==> config.mk <==
export PLATFORM = sky130hd
export DESIGN_NAME = rs_rx_byte
export DESIGN_NICKNAME = d
export VERILOG_FILES = /design/src/rtl/rs_pkg.sv /design/src/rtl/rs_sync2.sv /design/src/rtl/rs_rx_byte.sv
export SDC_FILE = /design/constraint.sdc
export NUM_CORES = 1
export LEC_CHECK = 0
export CORE_AREA = 2 2 82 124
export CTS_BUF_LIST = sky130_fd_sc_hd__clkbuf_8
export DETAILED_ROUTE_END_ITERATION = 8
export DIE_AREA = 0 0 84 126
export SETUP_SLACK_MARGIN = 0.05
export SYNTH_ARGS = -nofsm -noshare
export SYNTH_HDL_FRONTEND = slang
export SYNTH_SLANG_ARGS = --single-unit
==> constraint.sdc <==
create_clock -name F25Clk -period 5.9 [get_ports F25Clk]
set_clock_uncertainty 0.15 [all_clocks]
set_input_delay 0.59 -clock F25Clk [delete_from_list [all_inputs] [get_ports F25Clk]]
set_output_delay 0.59 -clock F25Clk [all_outputs]
set_load 0.02 [all_outputs]
==> src/rtl/rs_pkg.sv <==
// Shared serial-link definitions: bit-rate select codes, select-to-period
// mapping for the 25 MHz clock, and the receiver FSM state encoding.
package rs_pkg;

   localparam logic [3:0] RS_SEL_1200   = 4'h0;
   localparam logic [3:0] RS_SEL_2400   = 4'h1;
   localparam logic [3:0] RS_SEL_4800   = 4'h2;
   localparam logic [3:0] RS_SEL_9600   = 4'h3;
   localparam logic [3:0] RS_SEL_19200  = 4'h4;
   localparam logic [3:0] RS_SEL_38400  = 4'h5;
   localparam logic [3:0] RS_SEL_57600  = 4'h6;
   localparam logic [3:0] RS_SEL_115200 = 4'h7;
   localparam logic [3:0] RS_SEL_230400 = 4'h8;
   localparam logic [3:0] RS_SEL_460800 = 4'h9;
   localparam logic [3:0] RS_SEL_921600 = 4'hA;

   localparam int RS_CNT_W = 15;

   typedef enum logic [2:0] {
      RX_IDLE   = 3'd0,
      RX_START  = 3'd1,
      RX_DATA   = 3'd2,
`ifdef RSRX_PARITY_EN
      RX_PARITY = 3'd3,
`endif
      RX_STOP   = 3'd4,
      RX_BREAK  = 3'd5
   } rx_state_e;

   // Unlisted select codes fall back to 9600 bps.
   function automatic logic [RS_CNT_W-1:0] bit_period(input logic [3:0] sel);
      case (sel)
         RS_SEL_1200:   bit_period = 15'd20833;
         RS_SEL_2400:   bit_period = 15'd10416;
         RS_SEL_4800:   bit_period = 15'd5208;
         RS_SEL_9600:   bit_period = 15'd2604;
         RS_SEL_19200:  bit_period = 15'd1302;
         RS_SEL_38400:  bit_period = 15'd651;
         RS_SEL_57600:  bit_period = 15'd434;
         RS_SEL_115200: bit_period = 15'd217;
         RS_SEL_230400: bit_period = 15'd108;
         RS_SEL_460800: bit_period = 15'd54;
         RS_SEL_921600: bit_period = 15'd27;
         default:       bit_period = 15'd2604;
      endcase
   endfunction

endpackage

==> src/rtl/rs_sync2.sv <==
// Two-flop synchronizer for an idle-high asynchronous input; both flops
// reset to 1 so a reset never looks like a falling edge.
module rs_sync2 (
   input  logic clk,
   input  logic rst_n,
   input  logic d,
   output logic q
);

   logic meta;

   always_ff @(posedge clk or negedge rst_n) begin
      if (!rst_n) begin
         meta <= 1'b1;
         q    <= 1'b1;
      end else begin
         meta <= d;
         q    <= meta;
      end
   end

endmodule

==> src/rtl/rs_rx_byte.sv <==
// UART byte receiver (8N1, or 8E1 when RSRX_PARITY_EN is defined); bit timing
// is re-anchored on every start edge. rx_state exposes the FSM state.
module rs_rx_byte
   import rs_pkg::*;
(
   input  logic       F25Clk,
   input  logic       reset_n,
   input  logic       RxD,
   input  logic [3:0] BitRateSel,
   output logic [7:0] RxData,
   output logic       RxValid,
   output logic       FrameErr,
   output logic       ParityErr,
   output logic       RxBusy,
   output rx_state_e  rx_state
);

   logic                rxs;
   logic                rxs_q;
   logic [3:0]          sel_q;
   logic [RS_CNT_W-1:0] period;
   logic [RS_CNT_W-1:0] cnt;
   logic [RS_CNT_W-1:0] target;
   logic [2:0]          bit_idx;
   logic [7:0]          shreg;
   logic                expiry;
   logic                cnt_clr;
   logic                latch_rate;
   logic                shift_en;
   logic                frame_done;
   rx_state_e           state;
   rx_state_e           state_nx;
`ifdef RSRX_PARITY_EN
   logic                par_bit;
   logic                par_load;
`endif

   rs_sync2 u_sync_rxd (
      .clk   (F25Clk),
      .rst_n (reset_n),
      .d     (RxD),
      .q     (rxs)
   );

   assign rx_state = state;
   assign target   = (state == RX_START) ? (period >> 1) : period;
   assign expiry   = (cnt == target - 15'd1);

   always_comb begin
      state_nx   = state;
      latch_rate = 1'b0;
      shift_en   = 1'b0;
      frame_done = 1'b0;
`ifdef RSRX_PARITY_EN
      par_load   = 1'b0;
`endif
      case (state)
         RX_IDLE: begin
            if (rxs_q && !rxs) begin
               state_nx   = RX_START;
               latch_rate = 1'b1;
            end
         end
         RX_START: begin
            if (expiry) state_nx = rxs ? RX_IDLE : RX_DATA;
         end
         RX_DATA: begin
            if (expiry) begin
               shift_en = 1'b1;
               if (bit_idx == 3'd7) begin
`ifdef RSRX_PARITY_EN
                  state_nx = RX_PARITY;
`else
                  state_nx = RX_STOP;
`endif
               end
            end
         end
`ifdef RSRX_PARITY_EN
         RX_PARITY: begin
            if (expiry) begin
               par_load = 1'b1;
               state_nx = RX_STOP;
            end
         end
`endif
         RX_STOP: begin
            // Returning to IDLE mid-stop-bit lets a back-to-back start edge be seen.
            if (expiry) begin
               frame_done = 1'b1;
               state_nx   = rxs ? RX_IDLE : RX_BREAK;
            end
         end
         RX_BREAK: begin
            if (rxs) state_nx = RX_IDLE;
         end
         default: state_nx = RX_IDLE;
      endcase
   end

   assign cnt_clr = (state_nx != state) || expiry || (state == RX_IDLE);

   always_ff @(posedge F25Clk or negedge reset_n) begin
      if (!reset_n) begin
         state   <= RX_IDLE;
         rxs_q   <= 1'b1;
         sel_q   <= 4'h0;
         period  <= 15'd2604;
         cnt     <= '0;
         bit_idx <= 3'd0;
         shreg   <= 8'h00;
      end else begin
         state <= state_nx;
         rxs_q <= rxs;
         sel_q <= BitRateSel;
         cnt   <= cnt_clr ? '0 : cnt + 15'd1;
         if (latch_rate) period <= bit_period(sel_q);
         if (state == RX_IDLE) bit_idx <= 3'd0;
         else if (shift_en)    bit_idx <= bit_idx + 3'd1;
         if (shift_en) shreg <= {rxs, shreg[7:1]};
      end
   end

`ifdef RSRX_PARITY_EN
   always_ff @(posedge F25Clk or negedge reset_n) begin
      if (!reset_n)      par_bit <= 1'b0;
      else if (par_load) par_bit <= rxs;
   end
`endif

   always_ff @(posedge F25Clk or negedge reset_n) begin
      if (!reset_n) begin
         RxData    <= 8'h00;
         RxValid   <= 1'b0;
         FrameErr  <= 1'b0;
         ParityErr <= 1'b0;
         RxBusy    <= 1'b0;
      end else begin
         RxValid  <= frame_done;
         FrameErr <= frame_done & ~rxs;
`ifdef RSRX_PARITY_EN
         ParityErr <= frame_done & ((^shreg) ^ par_bit);
`else
         ParityErr <= 1'b0;
`endif
         if (frame_done) RxData <= shreg;
         RxBusy <= (state_nx != RX_IDLE) && (state_nx != RX_START);
      end
   end

endmodule

==> results.ini <==
[outcome]
outcome=complete, no violations

[floorplanning]
die-area_sq_um=10600
io_pins=22
core_sq_um=9520
chipWidth_microns=84
rows=44
initial_core_util_pct=39.0
fp.dieH_microns=126

[clock_network]
hold_buffers=0
cts_setup_buffers=0
cts-htree-levels=3
clk_latency_ns=0.34
root_buffer=clkbuf_8
cts_buffers=9
cts_resized=0
cts_sinks=62
cts_tree=built
clockBufferDepth=2
cts.clk_slew.worst_paths_ns=0.08

[cells_and_area]
final_layout_size_suffix_gt1_share_pct=14.6
fin_cells=513
n_antenna_cell=0
syn_to_final_growth_pct=12.3
fin_nets=410
fin_util_pct=43.8

[critical_path]
crit_path_start=rx_state[1]$_DFF_PN0_
timing.critical_path.slowest_cell_delay_ns=0.82
r2r_start=rx_state[1]$_DFF_PN0_
cpMaxStageDelayCell=o21ai_1
path_class=flop to flop
arrival_ns=4.69
endpoint_kind=flop
cp_data_required_time_ns=5.93
worstPathMaxFanout=20
start_kind=flop
crit_chain=or3b_1, a21oi_1, ha_1, or4b_2, xor2_1, o32ai_1, xor2_1, nor2_1, nand4_4, o21ai_1, nor2_1

[timing]
tightest_slew_ns=0.990
worst_slack_ns=1.24
min_period_over_period_pct=79.0
max_slew_margin_pct=33.6
clock.fmax_ghz=0.215
tns_ns=0
min_period_ns=4.66
rsz0062_at_grt=no
slew_viol_final=0
hold_violations=0
setup_viol=0

[yosys]
netlist_top_cells_area=dfrtp_1, dfstp_2, mux2_2
ys_types=64
synth_area_sq_um=3720
syn_inst=382
postSynthAreaPerCell_sq_um=9.73
synthFlopType=dfrtp_1
async_flop_share_pct=100
netlist.area_leader.share_pct=36.4
yosysWarnings=0
synth-edff-count=0
synth_fp_nets=399
synth_seq_area_share_pct=42.0
ys_seq_elements=62
synth.largest_area_cell=dfrtp_1

[grt]
grt_pass1_vias=2772
grt_pass1_wl_mm=13.6
grt_max_degree=63
track_usage_pct=16.3
antenna_found_initial=0
overflow=0

[job]
max_cap_viol_count=0

[place]
dp_hpwl_mm=5.91
portBuffers=20
pre_cts_ws_ns=1.23
dpl.cell_count=497
gp_congestion=0.860

[detailed_routing]
drt_wl_total_mm=8.10
detail_route.iter0.violations=204
post-route-drc-count=0
wl_per_cell_microns=15.8
first_pass_iters=4
route.vias.total=2784
routed_via_density=5.43
ant_nets=0

[power_and_ir_drop]
irDropWorstVdd_mv=0.204
powerDensity_nw_per_um2=422
p_leak_nw=1.82

[min_path]
min_from=u_sync_rxd.meta$_DFF_PN1_
hold_class=flop to flop

-- routing by layer --
| layer | up-vias | wire [microns] | track usage [%] |
|---|---|---|---|
| met5 | - | 0 | 0 |
| met3 | 14 | 222 | 3.21 |
| met1 | 1334 | 3580 | 19.9 |
| met2 | 55 | 4090 | 27.0 |
| li1 | 1381 | - | - |
| met4 | 0 | 209 | 8.63 |
-- critical path: cells and delay by family, from the launching register on --
family          cells  cell delay (ns)
simple gates        5             1.81
xor+xnor            2             0.29
flops               1             0.57
compound gates      3             1.36
fa+ha+maj           1             0.30
-- final cells by class --
cell class                 instances  area, sq um
clock buffer                      11          151
tap                              115          144
inverter                          10         37.5
clock inverter                     5         57.6
sequential                        62         1560
multi-input combinational        287         2010
timing repair buffer              23          218
fill                             920         5350
-- synthesized netlist by cell type, types with 2 or more instances --
library cell and number:
mux2_2 18, o32ai_1 2, nor2b_1 2, nor3b_1 5, o211ai_1 3, nand2_1 33, nand2b_1 5, or3_1 2
ha_1 10, a211oi_1 4, xnor2_1 22, a211o_1 2, a21oi_1 18, nand4_1 3, mux2i_1 12, o22ai_1 3
o21ai_1 2, inv_1 10, dfrtp_1 54, nor2_1 35, nor3_1 7, or4_1 2, o21ai_0 20, xor2_1 10
nand3_1 14, and3_1 8, a21o_1 3, nand3b_1 2, and2_1 3, buf_4 3, dfstp_2 8, buf_2 6
nor3_4 2, o31ai_1 3, nor4bb_1 2, clkbuf_1 13, nor4_1 2, a221o_1 3
-- placed cells by master, fill, tap and decap left out, drive strengths merged, types with 2 or more instances in the layout --
cell type	synthesis	routed
nor3b	6	6
or4	2	2
xnor2	22	22
nand2	33	33
or3	2	2
o211ai	3	3
inv	10	10
a211oi	4	4
mux2	18	18
a21o	3	3
a21oi	18	18
a221o	3	3
ha	10	10
a211o	2	2
dfstp	8	8
nor2b	2	2
dfrtp	54	54
clkdlybuf4s50	0	19
o32ai	2	2
and3	8	8
o31ai	3	3
nor4	3	3
or3b	2	2
nand2b	5	5
nor3	9	9
nand3b	2	2
clkinvlp	0	3
nand3	15	15
o21ai	22	22
nor4bb	2	2
buf	10	4
or4b	2	2
nand4	4	4
mux2i	12	12
o22ai	3	3
clkbuf	13	11
xor2	10	10
and2	3	3
nor2	35	35
-- state kept, by name (all words and copies together) (netlist names) --
| name | count |
|---|---|
| FrameErr | 1 |
| RxBusy | 1 |
| RxData | 8 |
| RxValid | 1 |
| bit_idx | 3 |
| cnt | 15 |
| period | 15 |
| rx_state | 3 |
| rxs_q | 1 |
| sel_q | 4 |
| shreg | 8 |
| u_sync_rxd.meta | 1 |
| u_sync_rxd.q | 1 |
-- path summary, 6_finish.rpt --
check	end	slack, ns	depth (start not counted)
worst min register to register	u_sync_rxd.q$_DFF_PN1_	0.20	0
min in group asynchronous	period[1]$_DFFE_PN0P_	0.24	2
worst max register to register	cnt[11]$_DFF_PN0_	1.24	11
max in group asynchronous	RxData[6]$_DFFE_PN0P_	4.84	2
worst max-delay path	cnt[11]$_DFF_PN0_	1.24	11
worst min-delay path	u_sync_rxd.q$_DFF_PN1_	0.20	0
-- kinds of logic after synthesis --
family	synth area share [%]
mux	8.68
fa+ha+maj	3.37
buf+inv	4.04
xor+xnor	7.54
other cells	0.101
simple gates	20.8
compound gates	13.4
flops	42.0
-- metrics by stage --
stage / power [W] / cell area [sq um] / hold WS, ns
final: 0.00176 / 4180 / 0.203
after global routing: 0.00189 / 4180 / 0.204
after CTS: 0.00178 / 4180 / 0.209
after detailed placement: 0.00138 / 3970 / 0.197
after global placement: 0.00137 / 3970 / 0.196
after floorplan: 0.00122 / 3720 / 0.144
-- where the power goes --
part           switching [W]  internal [W]
registers           0.000152      0.000502
clock network       0.000166      0.000217
logic               0.000420      0.000305
Power figures use the tool's default switching activity.
==> RTL edit: new RTL, same flow settings <==
The option `RSRX_PARITY_EN` is turned on by a define.
--- a/src/rtl/rs_pkg.sv
+++ b/src/rtl/rs_pkg.sv
@@ -1,4 +1,6 @@
 // Shared serial-link definitions: bit-rate select codes, select-to-period
 // mapping for the 25 MHz clock, and the receiver FSM state encoding.
+`define RSRX_PARITY_EN
+
 package rs_pkg;
 
Function: no difference found for any inputs over 10 cycles, from zero or initial values and one cycle with reset_n low; that may be too few to reach the edited logic, so the function may still have changed.
==> RTL edit against the original RTL <==
Sequential cell count increased by 2. Design area rose by 5.5%. Wire length up 10%. Fmax decreased by 4.5%. Largest cell class unchanged. Area after synthesis increased by 5.1%. Power grew 9.0%. Worst setup slack lost 220 ps. Non-clock buffer count up 1. Critical endpoint is now RxData[0]$_DFFE_PN0P_.
==> RTL edit: results (changes against the original RTL) <==
- Pre-antenna DRT Iters: 4 (unchanged)
- Top post-synthesis cells by area: dfrtp_1 36%, xnor2_1 6.1%, dfstp_2 5.4% (was dfrtp_1 36%, dfstp_2 5.7%, mux2_2 5.5%)
- Sequential-to-total area share from yosys stat: 41.2% (was 42.0%)
- Worst setup EP type: flip-flop (unchanged)
- Hpwl dp: 6510 um (was 5910 um)
- Crit path to: RxData[0]$_DFFE_PN0P_ (was cnt[11]$_DFF_PN0_)
- Root Buffer: clkbuf_8 (unchanged)
- Initial antenna violation count: 0 (unchanged)
- Avg WL per Cell: 16.3 um (was 15.8 um)
- # resized after CTS: 0 (unchanged)
- Tightest Hold Check Type: flip-flop to flip-flop (unchanged)
- Cell variety after synth: 63 (was 64)
- PortBufs: 21 (was 20)
- Slew margin rel.: 46.6% (was 33.6%)
- Placed cell count: 532 (was 497)
- Drt initial violations: 140 (was 204)
- Largest registers: cnt (15), period (15) (unchanged)
- R2R setup slack: 1020 ps (was 1240 ps)
- H-tree Lvls: 3 (unchanged)
- Hold_ws: 209 ps (was 203 ps)
- Crit Reg-Reg Startpoint: rx_state[0]$_DFF_PN0_ (was rx_state[1]$_DFF_PN0_)
- Clk_lat worst skew: 360 ps (was 340 ps)
- FFs w/ async S/R, synth: 100% (unchanged)
- Setup bufs post-CTS: 0 (unchanged)
- WS Path Type: flip-flop to flip-flop (unchanged)
- # nets final: 445 (was 410)
- FF-to-FF path depth: 12 (was 11)
- Inserted Clock Buffers: 9 (unchanged)
- Post-synthesis area per instance: 9.44 um2 (was 9.73 um2)
- Gpl congestion: 0.824 (was 0.860)
- Max IR drop VDD: 0.153 mV (was 0.204 mV)
- Commonest cells in the synthesized netlist: 56 x dfrtp_1, 42 x nand2_1, 38 x nor2_1, 27 x xnor2_1, 21 x a21oi_1 (was 54 x dfrtp_1, 35 x nor2_1, 33 x nand2_1, 22 x xnor2_1, 20 x o21ai_0)
- Yosys warns: 0 (unchanged)
- Pin count of the biggest net entering global routing: 65 (was 63)
- Vias in the first global route: 3047 (was 2772)
- Clock-pin slew on the worst setup and hold paths: 80 ps (about the same)
- Pleak: 1.96 nW (was 1.82 nW)
- Fraction of layout cells with a size suffix above 1: 11.5% (was 14.6%)
- Total track usage: 17.8% (was 16.3%)
- Vias per cell: 5.62 (was 5.43)
- Diode count: 0 (unchanged)
- First-pass GRT wire length: 15100 um (was 13600 um)
- Fill count: 918 (was 920)
- Status: finished clean (unchanged)
- Clock buffer depth: 2 (unchanged)
- Main flop type after synthesis: dfrtp_1 (unchanged)
- Via count: 3079 (was 2784)
- CP Max Fanout: 20 (unchanged)
- Crit path DAT: 4980 ps (was 4690 ps)
- Net Count, Synth: 431 (was 399)
RTL edit: kinds of logic (layout without fill, tap and decap cells):
group | after synthesis | count (layout) | synth area share, %
XOR/XNOR | 36 | 36 | 8.42
multiplexers | 31 | 31 | 8.61
buffers and inverters | 35 | 54 | 3.75
AO/OA/AOI/OAI | 78 | 78 | 13.2
adder cells (fa/ha/maj) | 10 | 10 | 3.20
AND/OR/NAND/NOR | 160 | 160 | 21.6
flip-flops | 64 | 64 | 41.2
RTL edit: final cells by class:
type,count,area share (%)
Multi-Input combinational cell,315,48.9
Tap cell,115,3.27
Inverter,14,1.19
Timing Repair Buffer,24,5.17
Clock inverter,5,1.45
Clock buffer,11,3.44
Sequential cell,64,36.6
RTL edit: worst min path at each step:
stage                                    from                endpoint  cells after the start
floorplan                             reset_n      FrameErr$_DFF_PN0_                      0
global placement    u_sync_rxd.meta$_DFF_PN1_  u_sync_rxd.q$_DFF_PN1_                      0
detailed placement  u_sync_rxd.meta$_DFF_PN1_  u_sync_rxd.q$_DFF_PN1_                      0
CTS                 u_sync_rxd.meta$_DFF_PN1_  u_sync_rxd.q$_DFF_PN1_                      0
global route        u_sync_rxd.meta$_DFF_PN1_  u_sync_rxd.q$_DFF_PN1_                      0
finish              u_sync_rxd.meta$_DFF_PN1_  u_sync_rxd.q$_DFF_PN1_                      0
RTL edit: stage by stage:
stage	total power (W)	setup WS (ps)	util [%]	instance area [um2]
global placement	0.00150	1240	44.0	4190
floorplan	0.00130	1740	-	3910
global route	0.00205	650	46.3	4410
detailed placement	0.00151	1030	44.0	4190
CTS	0.00193	1010	46.3	4410
finish	0.00192	1020	46.3	4410
RTL edit: layer usage:
layer / global-route usage (%) / share of wire (%) / up-vias
met3: 2.88 / 1.9 / 30
met1: 20.5 / 42 / 1492
met5: 0 / 0 / -
li1: - / - / 1499
met2: 30.6 / 50 / 58
met4: 11.3 / 5.8 / 0
RTL edit: critical path: stages (launching register included):
cell and delay (ps):
dfrtp_1 590, nor3b_2 240, buf_4 280, mux2i_1 360
ha_1 280, or4b_1 470, a211oi_2 190, nand3_1 110
a2111oi_2 430, o211ai_1 200, nor4_4 660, nand2_1 410
mux2_2 380
RTL edit: report_power, final:
part | total (W) | internal (W) | switching, W
logic | 0.000831 | 0.000357 | 0.000474
clock network | 0.000407 | 0.000221 | 0.000186
registers | 0.000683 | 0.000520 | 0.000163
total | 0.00192 | 0.00110 | 0.000823
